==> src/rtl/gun_pkg.sv <==
// ------------------------------------------------------------------
// gun_pkg: shared FSM state type and default timing for gun_hit_detect.
// Rev 1.0
// ------------------------------------------------------------------
`default_nettype none

package gun_pkg;

  typedef enum logic [2:0] {
    IDLE       = 3'd0,
    WAIT_FRAME = 3'd1,
    BLACK      = 3'd2,
    TARGET     = 3'd3,
    RESULT     = 3'd4
  } gun_state_e;

  localparam int DEBOUNCE_CYCLES_DEFAULT = 65000;
  localparam int HIT_MIN_CYCLES_DEFAULT  = 1000;
  localparam int PD_CNT_W                = 16;

endpackage

`default_nettype wire

==> src/rtl/gun_debounce.sv <==
// ------------------------------------------------------------------
// gun_debounce: trigger synchronizer + level debouncer with rise pulse.
// Rev 1.0
// ------------------------------------------------------------------
`default_nettype none

module gun_debounce
  import gun_pkg::*;
#(
  parameter int DEBOUNCE_CYCLES = DEBOUNCE_CYCLES_DEFAULT
) (
  input  logic clk,
  input  logic rst,
  input  logic raw_i,
  output logic rise_o
);

  localparam int              CNT_W    = $clog2(DEBOUNCE_CYCLES + 1);
  localparam logic [CNT_W-1:0] CNT_LAST = CNT_W'(DEBOUNCE_CYCLES - 1);

  logic [1:0]       sync_q;
  logic [1:0]       fill_q;
  logic             armed_q, armed_d;
  logic             level_q, level_d;
  logic             rise_q, rise_d;
  logic [CNT_W-1:0] cnt_q, cnt_d;
  logic             sync_w;
  logic             done_w;

  assign sync_w = sync_q[1];
  assign done_w = (sync_w != level_q) && (cnt_q == CNT_LAST);

  // A trigger already held across reset must be seen released before a
  // rising edge is reported, so arming waits for a genuine low sample.
  always_comb begin
    level_d = level_q;
    cnt_d   = '0;
    rise_d  = done_w && sync_w && armed_q;
    armed_d = armed_q | (fill_q[1] & ~sync_w);
    if (sync_w != level_q) begin
      if (done_w) begin
        level_d = sync_w;
      end else begin
        cnt_d = cnt_q + 1'b1;
      end
    end
  end

  always_ff @(posedge clk or posedge rst) begin
    if (rst) begin
      sync_q  <= '0;
      fill_q  <= '0;
      armed_q <= 1'b0;
      level_q <= 1'b0;
      rise_q  <= 1'b0;
      cnt_q   <= '0;
    end else begin
      sync_q  <= {sync_q[0], raw_i};
      fill_q  <= {fill_q[0], 1'b1};
      armed_q <= armed_d;
      level_q <= level_d;
      rise_q  <= rise_d;
      cnt_q   <= cnt_d;
    end
  end

  assign rise_o = rise_q;

endmodule

`default_nettype wire

==> src/rtl/gun_hit_detect.sv <==
// ------------------------------------------------------------------
// gun_hit_detect: light-gun shot sequencer (black frame, target frame, verdict).
// Define GUN_HIT_DEBUG_EN to add the pd_count_last debug output. Rev 1.0
// ------------------------------------------------------------------
`default_nettype none

module gun_hit_detect
  import gun_pkg::*;
#(
  parameter int DEBOUNCE_CYCLES = DEBOUNCE_CYCLES_DEFAULT,
  parameter int HIT_MIN_CYCLES  = HIT_MIN_CYCLES_DEFAULT
) (
  input  logic clk,
  input  logic rst,
  input  logic gun_trigger_raw,
  input  logic gun_photodetector_raw,
  input  logic frame_start,
  output logic flash_black,
  output logic flash_target,
  output logic shot,
  output logic hit,
  output logic miss,
  output logic busy
`ifdef GUN_HIT_DEBUG_EN
  ,
  output logic [PD_CNT_W-1:0] pd_count_last
`endif
);

  localparam logic [31:0] HIT_MIN_U = 32'(HIT_MIN_CYCLES);

  gun_state_e          state_q, state_d;
  logic [1:0]          pd_sync_q;
  logic [PD_CNT_W-1:0] pd_cnt_q, pd_cnt_d;
  logic                cheat_q, cheat_d;
  logic                trig_rise_w;
  logic                pd_w;
  logic                pass_w;

  gun_debounce #(
    .DEBOUNCE_CYCLES(DEBOUNCE_CYCLES)
  ) u_trig_debounce (
    .clk   (clk),
    .rst   (rst),
    .raw_i (gun_trigger_raw),
    .rise_o(trig_rise_w)
  );

  assign pd_w   = pd_sync_q[1];
  assign pass_w = (32'(pd_cnt_q) >= HIT_MIN_U) && !cheat_q;

  always_comb begin
    state_d      = state_q;
    pd_cnt_d     = pd_cnt_q;
    cheat_d      = cheat_q;
    shot         = 1'b0;
    flash_black  = 1'b0;
    flash_target = 1'b0;
    hit          = 1'b0;
    miss         = 1'b0;
    busy         = (state_q != IDLE);
    unique case (state_q)
      IDLE: begin
        if (trig_rise_w) begin
          shot    = 1'b1;
          state_d = WAIT_FRAME;
        end
      end
      WAIT_FRAME: begin
        if (frame_start) state_d = BLACK;
      end
      BLACK: begin
        flash_black = 1'b1;
        if (pd_w) cheat_d = 1'b1;
        if (frame_start) begin
          state_d  = TARGET;
          pd_cnt_d = '0;
        end
      end
      TARGET: begin
        flash_target = 1'b1;
        if (pd_w && (pd_cnt_q != '1)) pd_cnt_d = pd_cnt_q + 1'b1;
        if (frame_start) state_d = RESULT;
      end
      RESULT: begin
        hit     = pass_w;
        miss    = !pass_w;
        cheat_d = 1'b0;
        state_d = IDLE;
      end
      default: state_d = IDLE;
    endcase
  end

  always_ff @(posedge clk or posedge rst) begin
    if (rst) begin
      state_q   <= IDLE;
      pd_sync_q <= '0;
      pd_cnt_q  <= '0;
      cheat_q   <= 1'b0;
    end else begin
      state_q   <= state_d;
      pd_sync_q <= {pd_sync_q[0], gun_photodetector_raw};
      pd_cnt_q  <= pd_cnt_d;
      cheat_q   <= cheat_d;
    end
  end

`ifdef GUN_HIT_DEBUG_EN
  logic [PD_CNT_W-1:0] pd_last_q;

  always_ff @(posedge clk or posedge rst) begin
    if (rst) begin
      pd_last_q <= '0;
    end else if (state_q == RESULT) begin
      pd_last_q <= pd_cnt_q;
    end
  end

  assign pd_count_last = pd_last_q;
`endif

endmodule

`default_nettype wire
==> config.mk <==
export PLATFORM = sky130hd
export DESIGN_NAME = gun_hit_detect
export DESIGN_NICKNAME = d
export VERILOG_FILES = /design/src/rtl/gun_pkg.sv /design/src/rtl/gun_debounce.sv /design/src/rtl/gun_hit_detect.sv
export SDC_FILE = /design/constraint.sdc
export NUM_CORES = 1
export LEC_CHECK = 0
export CORE_UTILIZATION = 25
export DETAILED_ROUTE_END_ITERATION = 8
export GPL_TIMING_DRIVEN = 0
export PLACE_DENSITY = 0.38
export SLEW_MARGIN = 10
export SYNTH_ARGS = -nofsm -noshare
export SYNTH_HDL_FRONTEND = slang
export SYNTH_SLANG_ARGS = --single-unit
==> constraint.sdc <==
create_clock -name clk -period 2.2 [get_ports clk]
set_input_delay 0.44 -clock clk [delete_from_list [all_inputs] [get_ports clk]]
set_output_delay 0.44 -clock clk [all_outputs]
set_load 0.005 [all_outputs]
# == Word level (Yosys, flattened, before mapping) ==
# Index checks and enable logic that the tools add are counted.
# classes
eq_ne,13
addsub,2
n_mux,18
n_bitwise,3
n_lt_le_gt_ge,1
n_reduce_logical,15
# op_table
cell,count
$mux 16,4
$add 16x1->16 const B,2
$pmux 16 s2,1
$eq 16x16->1 const B,1
$ge 16x10->1 const B,1
$ne 16x16->1 const B,1
$mux 3,4
$pmux 3 s4,1
$ne 2x2->1 const B,5
$mux 1,7
$eq 3x2->1 const B,2
$logic_and 1x1->1,5
$reduce_and 2->1,2
$reduce_and 4->1,1
$reduce_bool 2->1,2
$eq 3x1->1 const B,1
$eq 3x3->1 const B,1
$logic_not 3->1,1
$reduce_and 3->1,1
$reduce_bool 3->1,1
$logic_not 1->1,2
$ne 2x1->1 const B,1
$pmux 1 s2,1
$and 1x1->1,1
other kinds (3),3
# word_totals
wordCells,62
reg_bits,45
out_inout_bits,6
in_bits,5

# == Longest topological paths before layout ==
# depth
word_depth,4
mapped_depth,8
depth_no_buf,6

# == By module ==
# Synthesis repeated with hierarchy kept, for this count alone.
# unflattened
cells_unflattened,242
hier_area_um2,2334.7
# by_module_without_submodules
module,cells_per_inst,area_per_inst_um2,n_inst,seq_area_each_um2
gun_hit_detect,139,1267.5,1,550.5
gun_debounce,103,1067.3,1,575.6

# == Worst setup path before layout ==
# Ideal clock, no wire load.
# synth_timing
kind,reg-to-output
startpoint,reg pd_cnt_q[12]
endpoint,out miss
slack_ps,281
arrival_time_ps,1479
stages_incl_launch_ff,4
cell_sequence,dfrtp_1 > or4_1 > o41ai_1 > and3_1
# synth_via
elab_chain_len,4
# synth_lines
element,line,source
from (decl),gun_hit_detect.sv:34,"logic [PD_CNT_W-1:0] pd_cnt_q, pd_cnt_d;"
from (signal assigned),gun_hit_detect.sv:104,pd_cnt_q <= pd_cnt_d;
$ge 16x10->1,gun_hit_detect.sv:50,assign pass_w = (32'(pd_cnt_q) >= HIT_MIN_U) && !cheat_q;
$logic_and 1x1->1,gun_hit_detect.sv:50,
$logic_not 1->1,gun_hit_detect.sv:87,miss = !pass_w;
$mux 1,gun_hit_detect.sv:62,unique case (state_q)
to (decl),gun_hit_detect.sv:22,"output logic miss,"
# No other way between the ends.

# == Worst setup path in the final report ==
# layout_timing
startpoint,reg pd_cnt_q[13]
endpoint,out miss
# Same word-level chain as after synthesis.

==> summary.md <==
| Metric | Value |
|---|---|
| Violated checks | `setup timing` |
| Worst Max-Slew Pin Slew | `~0.62 ns` |
| Area share of the largest cell type after synthesis | `49.9%` |
| Growth of design area from synthesis to finish | `19.9%` |
| Mapped Cells | `between 200 and 250` |
| Post-DP Area | `roughly 2500 um^2` |
| Sinks on Clock Net | `between 40 and 50` |
| Clock tree from TritonCTS | `yes` |
| Max stage delay on crit path | `about 0.55 ns` |
| Die height | `slightly below 100 um` |
| Netlist Area Pre-Place | `roughly 2300 um^2` |
| Number of enable flip-flop cells after synthesis | `0` |
| Relative max-transition margin | `58.3%` |
| Required time at the endpoint of the critical path | `~1.8 ns` |
| Flop and latch count out of synthesis | `45` |
| Remaining global-route overflow | `0` |
| Setup slack after placement | `-0.378 ns` |
| Clock network fraction of total power | `a little over two fifths` |
| Worst supply voltage drop on vdd | `between 200 and 300 uV` |
| Internal cell power | `~1.2 mW` |
| Most area-consuming cells after synthesis | `sky130_fd_sc_hd__dfrtp_1 50%, sky130_fd_sc_hd__nor2_1 5.0%, sky130_fd_sc_hd__xor2_1 4.7%` |
| Number of cells traversed by the worst hold path | `0` |
| Layout Utilization | `about 31%` |
| Detailed-routing wirelength on met1 | `approximately 2300 um` |
| Total power per unit cell area | `576 nW/um^2` |
| First-pass GRT wire length | `about 8200 um` |
| Mean routed wirelength per cell | `between 10 and 15 um` |
| Horizontal extent of the die | `between 90 and 100 um` |
| Final cycle utilization of the critical path | `102%` |
| Clock Pin Slew Worst Setup and Hold Paths | `around 0.090 ns` |
| Switching power | `roughly 0.35 mW` |
| Highest achievable clock rate | `around 440 MHz` |
| Nature of the critical path endpoint | `primary output` |
| Number of buffers added by the clock tree synthesis step | `5` |
| Count of input and output buffers | `10` |
| Tightest hold margin | `between 0.3 and 0.4 ns` |
| Row count | `34` |
| Highest signal layer in the routed design | `met4` |
| Cells on worst reg2reg path | `7` |
| Worst-case clock buffer depth | `2` |
| Number of antenna cells inserted | `0` |
| Final instance area | `2700 um^2` |
| Clock latency of the later-clocked register in the worst-skew pair | `0.30 ns` |
| Filler cell count | `905` |
| Most frequently used flop master after synthesis | `sky130_fd_sc_hd__dfrtp_1` |
| Total number of vias | `~1700` |
| End point of the worst hold path | `u_trig_debounce.sync_q[1]` |
| Number of failing setup endpoints in the final timing report | `1` |
| Register share of total power | `54.2%` |
| Max Fanout on Critical Path | `2` |
| Core footprint | `about 8700 um^2` |
| Maximum Capacitance Violations | `0` |
| Origin of the worst min-delay path | `u_trig_debounce.sync_q[0]` |
| Critical Setup Path Class | `flop to primary output` |
| Critical path, cell by cell | `or4_4 > o41ai_4 > and3_1 > buf_2` |
| Hold-fix buffers at CTS | `0` |
| Result of the run | `finished, violations left` |
| Switching Share | `around 23%` |
| Highest-count cells in the layout ignoring fill and taps | `44 x sky130_fd_sc_hd__dfrtp_1, 27 x sky130_fd_sc_hd__nor2_1, 19 x sky130_fd_sc_hd__nand2_1, 14 x sky130_fd_sc_hd__nand3_1` |
| DP HPWL | `about 3200 um` |
| Critical path data arrival time | `roughly 1.8 ns` |
| Final worst path period need | `between 2 and 2.5 ns` |
| All-layer global routing usage | `10.9%` |
| Number of nets with antenna violations after routing | `0` |
| Clock tree root buffer cell | `sky130_fd_sc_hd__clkbuf_8` |
| Post-route clock skew | `~0.0089 ns` |
| Maximum number of pins on one net before global-route repair | `32` |
| Setup WS post-layout | `-0.0499 ns` |
| Leakage Power | `1.21 nW` |
| Distinct cells, synth | `44` |
| Number of warning messages in the yosys log | `0` |
| Iteration count of the initial detailed-routing pass | `4` |
| Combinational group share of total power | `between 3 and 4%` |
| Share of synthesized area occupied by flip-flops and latches | `roughly 50%` |
| Worst reg-to-reg setup slack | `around 0.30 ns` |
| Routed wl met2 | `around 2300 um` |
| Via count of the first global-routing pass | `~1600` |
| Share of layout cells above drive strength 1 | `~18%` |
| Setup repair after global routing missed its margin | `yes` |
| I/O pin count | `11` |
| Filler-free cell count of the finished design | `359` |
| Max Slew Vio Count | `0` |
| Min-Delay Path Class | `flop to flop` |
| DRC violations left | `0` |
| Seq. cell area | `~1100 um^2` |
| Number of antenna violations at the first check in global routing | `0` |
| Die area | `approximately 9400 um^2` |
| Leading cell type in the layout, fill and taps excluded | `sky130_fd_sc_hd__dfrtp_1` |
| Placer's final routability congestion estimate | `0.737` |
| Final Hold Violating Endpoints | `0` |
| CP max stage cell | `sky130_fd_sc_hd__or4_4` |
| Kind of start point of the critical path | `flop` |
| Routed via count divided by cell count | `~4.6` |
| R2r endpoint | `pd_cnt_q[6]` |
| Per-instance average area after synthesis | `about 9.8 um^2` |
| Async set or reset register ratio after synthesis | `100%` |
| Post-synth top area cell | `sky130_fd_sc_hd__dfrtp_1` |
| Crit Reg-Reg Startpoint | `pd_cnt_q[0]` |
| Total area of multi-input combinational cells | `~1100 um^2` |
| CTS HTree Levels | `2` |
| Starting Density | `25.9%` |
| Net count of the mapped netlist | `about 240` |
| DRT Wirelength | `around 4800 um` |
| Wire length on met3 | `approximately 100 um` |
| Total placed cells including tap cells | `349` |
| Detailed Route Iter0 Violations | `21` |
| Count of nets after finishing | `approximately 260` |
[critical path, delay by kind of cell, from the launching register on]
kind	cells	cell delay [ns]
flops	1	0.40
compound gates	1	0.25
buf+inv	1	0.11
simple gates	2	0.75
[power by group through the flow]
stage,sequential [mW],clock (mW),combinational [mW]
after CTS,0.844,0.698,0.0508
after global routing,0.845,0.727,0.0566
after detailed placement,0.860,0,0.0504
final,0.844,0.665,0.0476
after floorplan,0.859,0,0.0279
after global placement,0.860,0,0.0457
[logic make-up after synthesis]
kind of cell / after synthesis / synth area share [%]
AND/OR/NAND/NOR: 101 / 24.5
flip-flops: 45 / 49.9
AO/OA/AOI/OAI: 39 / 11.1
buffers and inverters: 22 / 4.99
XOR/XNOR: 17 / 6.60
adder cells (fa/ha/maj): 3 / 1.66
multiplexers: 2 / 0.998
other: 1 / 0.166
[metal layers]
layer	up-vias	global-route usage [%]
met5	-	0
met4	0	3.10
met3	4	2.60
met2	10	17.2
met1	812	14.8
li1	840	-
[worst max path at each step]
stage | end | cells after the start | from | slack, ns
after global placement | miss | 4 | pd_cnt_q[12] | -0.39
after CTS | miss | 4 | pd_cnt_q[13] | -0.09
after detailed placement | miss | 4 | pd_cnt_q[12] | -0.38
final | miss | 4 | pd_cnt_q[13] | -0.05
after floorplan | miss | 3 | pd_cnt_q[12] | 0.28
after global routing | miss | 4 | pd_cnt_q[13] | -0.11
[repair_timing]
action	in CTS	in global routing
setup buffers	2	0
resized for setup	12	10
pin swaps	4	0
setup endpoints to repair	3	9
[Yosys cell counts (all sizes together), types with 2 or more instances]
library cell	count
o41ai	3
o31ai	5
xor2	12
and4	2
ha	3
nor2	31
nand3	15
o21ai	22
and3	7
buf	7
nand2	19
or2	2
a21oi	3
inv	14
dfrtp	45
nor4	5
mux2	2
xnor2	5
nor3b	2
nand4	7
nor3	6
[sequential cells by signal (all words and copies together), names as in the netlist]
signal / cells
pd_cnt_q: 16
u_trig_debounce.cnt_q: 16
state_q: 3
pd_sync_q: 2
u_trig_debounce.fill_q: 2
u_trig_debounce.sync_q: 2
cheat_q: 1
u_trig_debounce.armed_q: 1
u_trig_debounce.level_q: 1
u_trig_debounce.rise_o: 1
[area by class of cell]
type / instances / area share, %
clock inverters: 3 / 1.85
inverters: 14 / 1.94
repair buffers: 13 / 4.63
well taps: 108 / 5.00
plain buffers: 8 / 2.22
flip-flops and latches: 45 / 41.7
multi-input cells: 163 / 40.1
clock buffers: 5 / 2.55
[metrics by stage]
stage          power (mW)  setup TNS, ns
2_1_floorplan       0.887              0
3_3_place_gp        0.906         -17.12
3_5_place_dp        0.911         -0.598
4_1_cts              1.59         -0.101
5_1_grt              1.63         -0.141
6_report             1.56        -0.0499
Power figures use the tool's default switching activity.
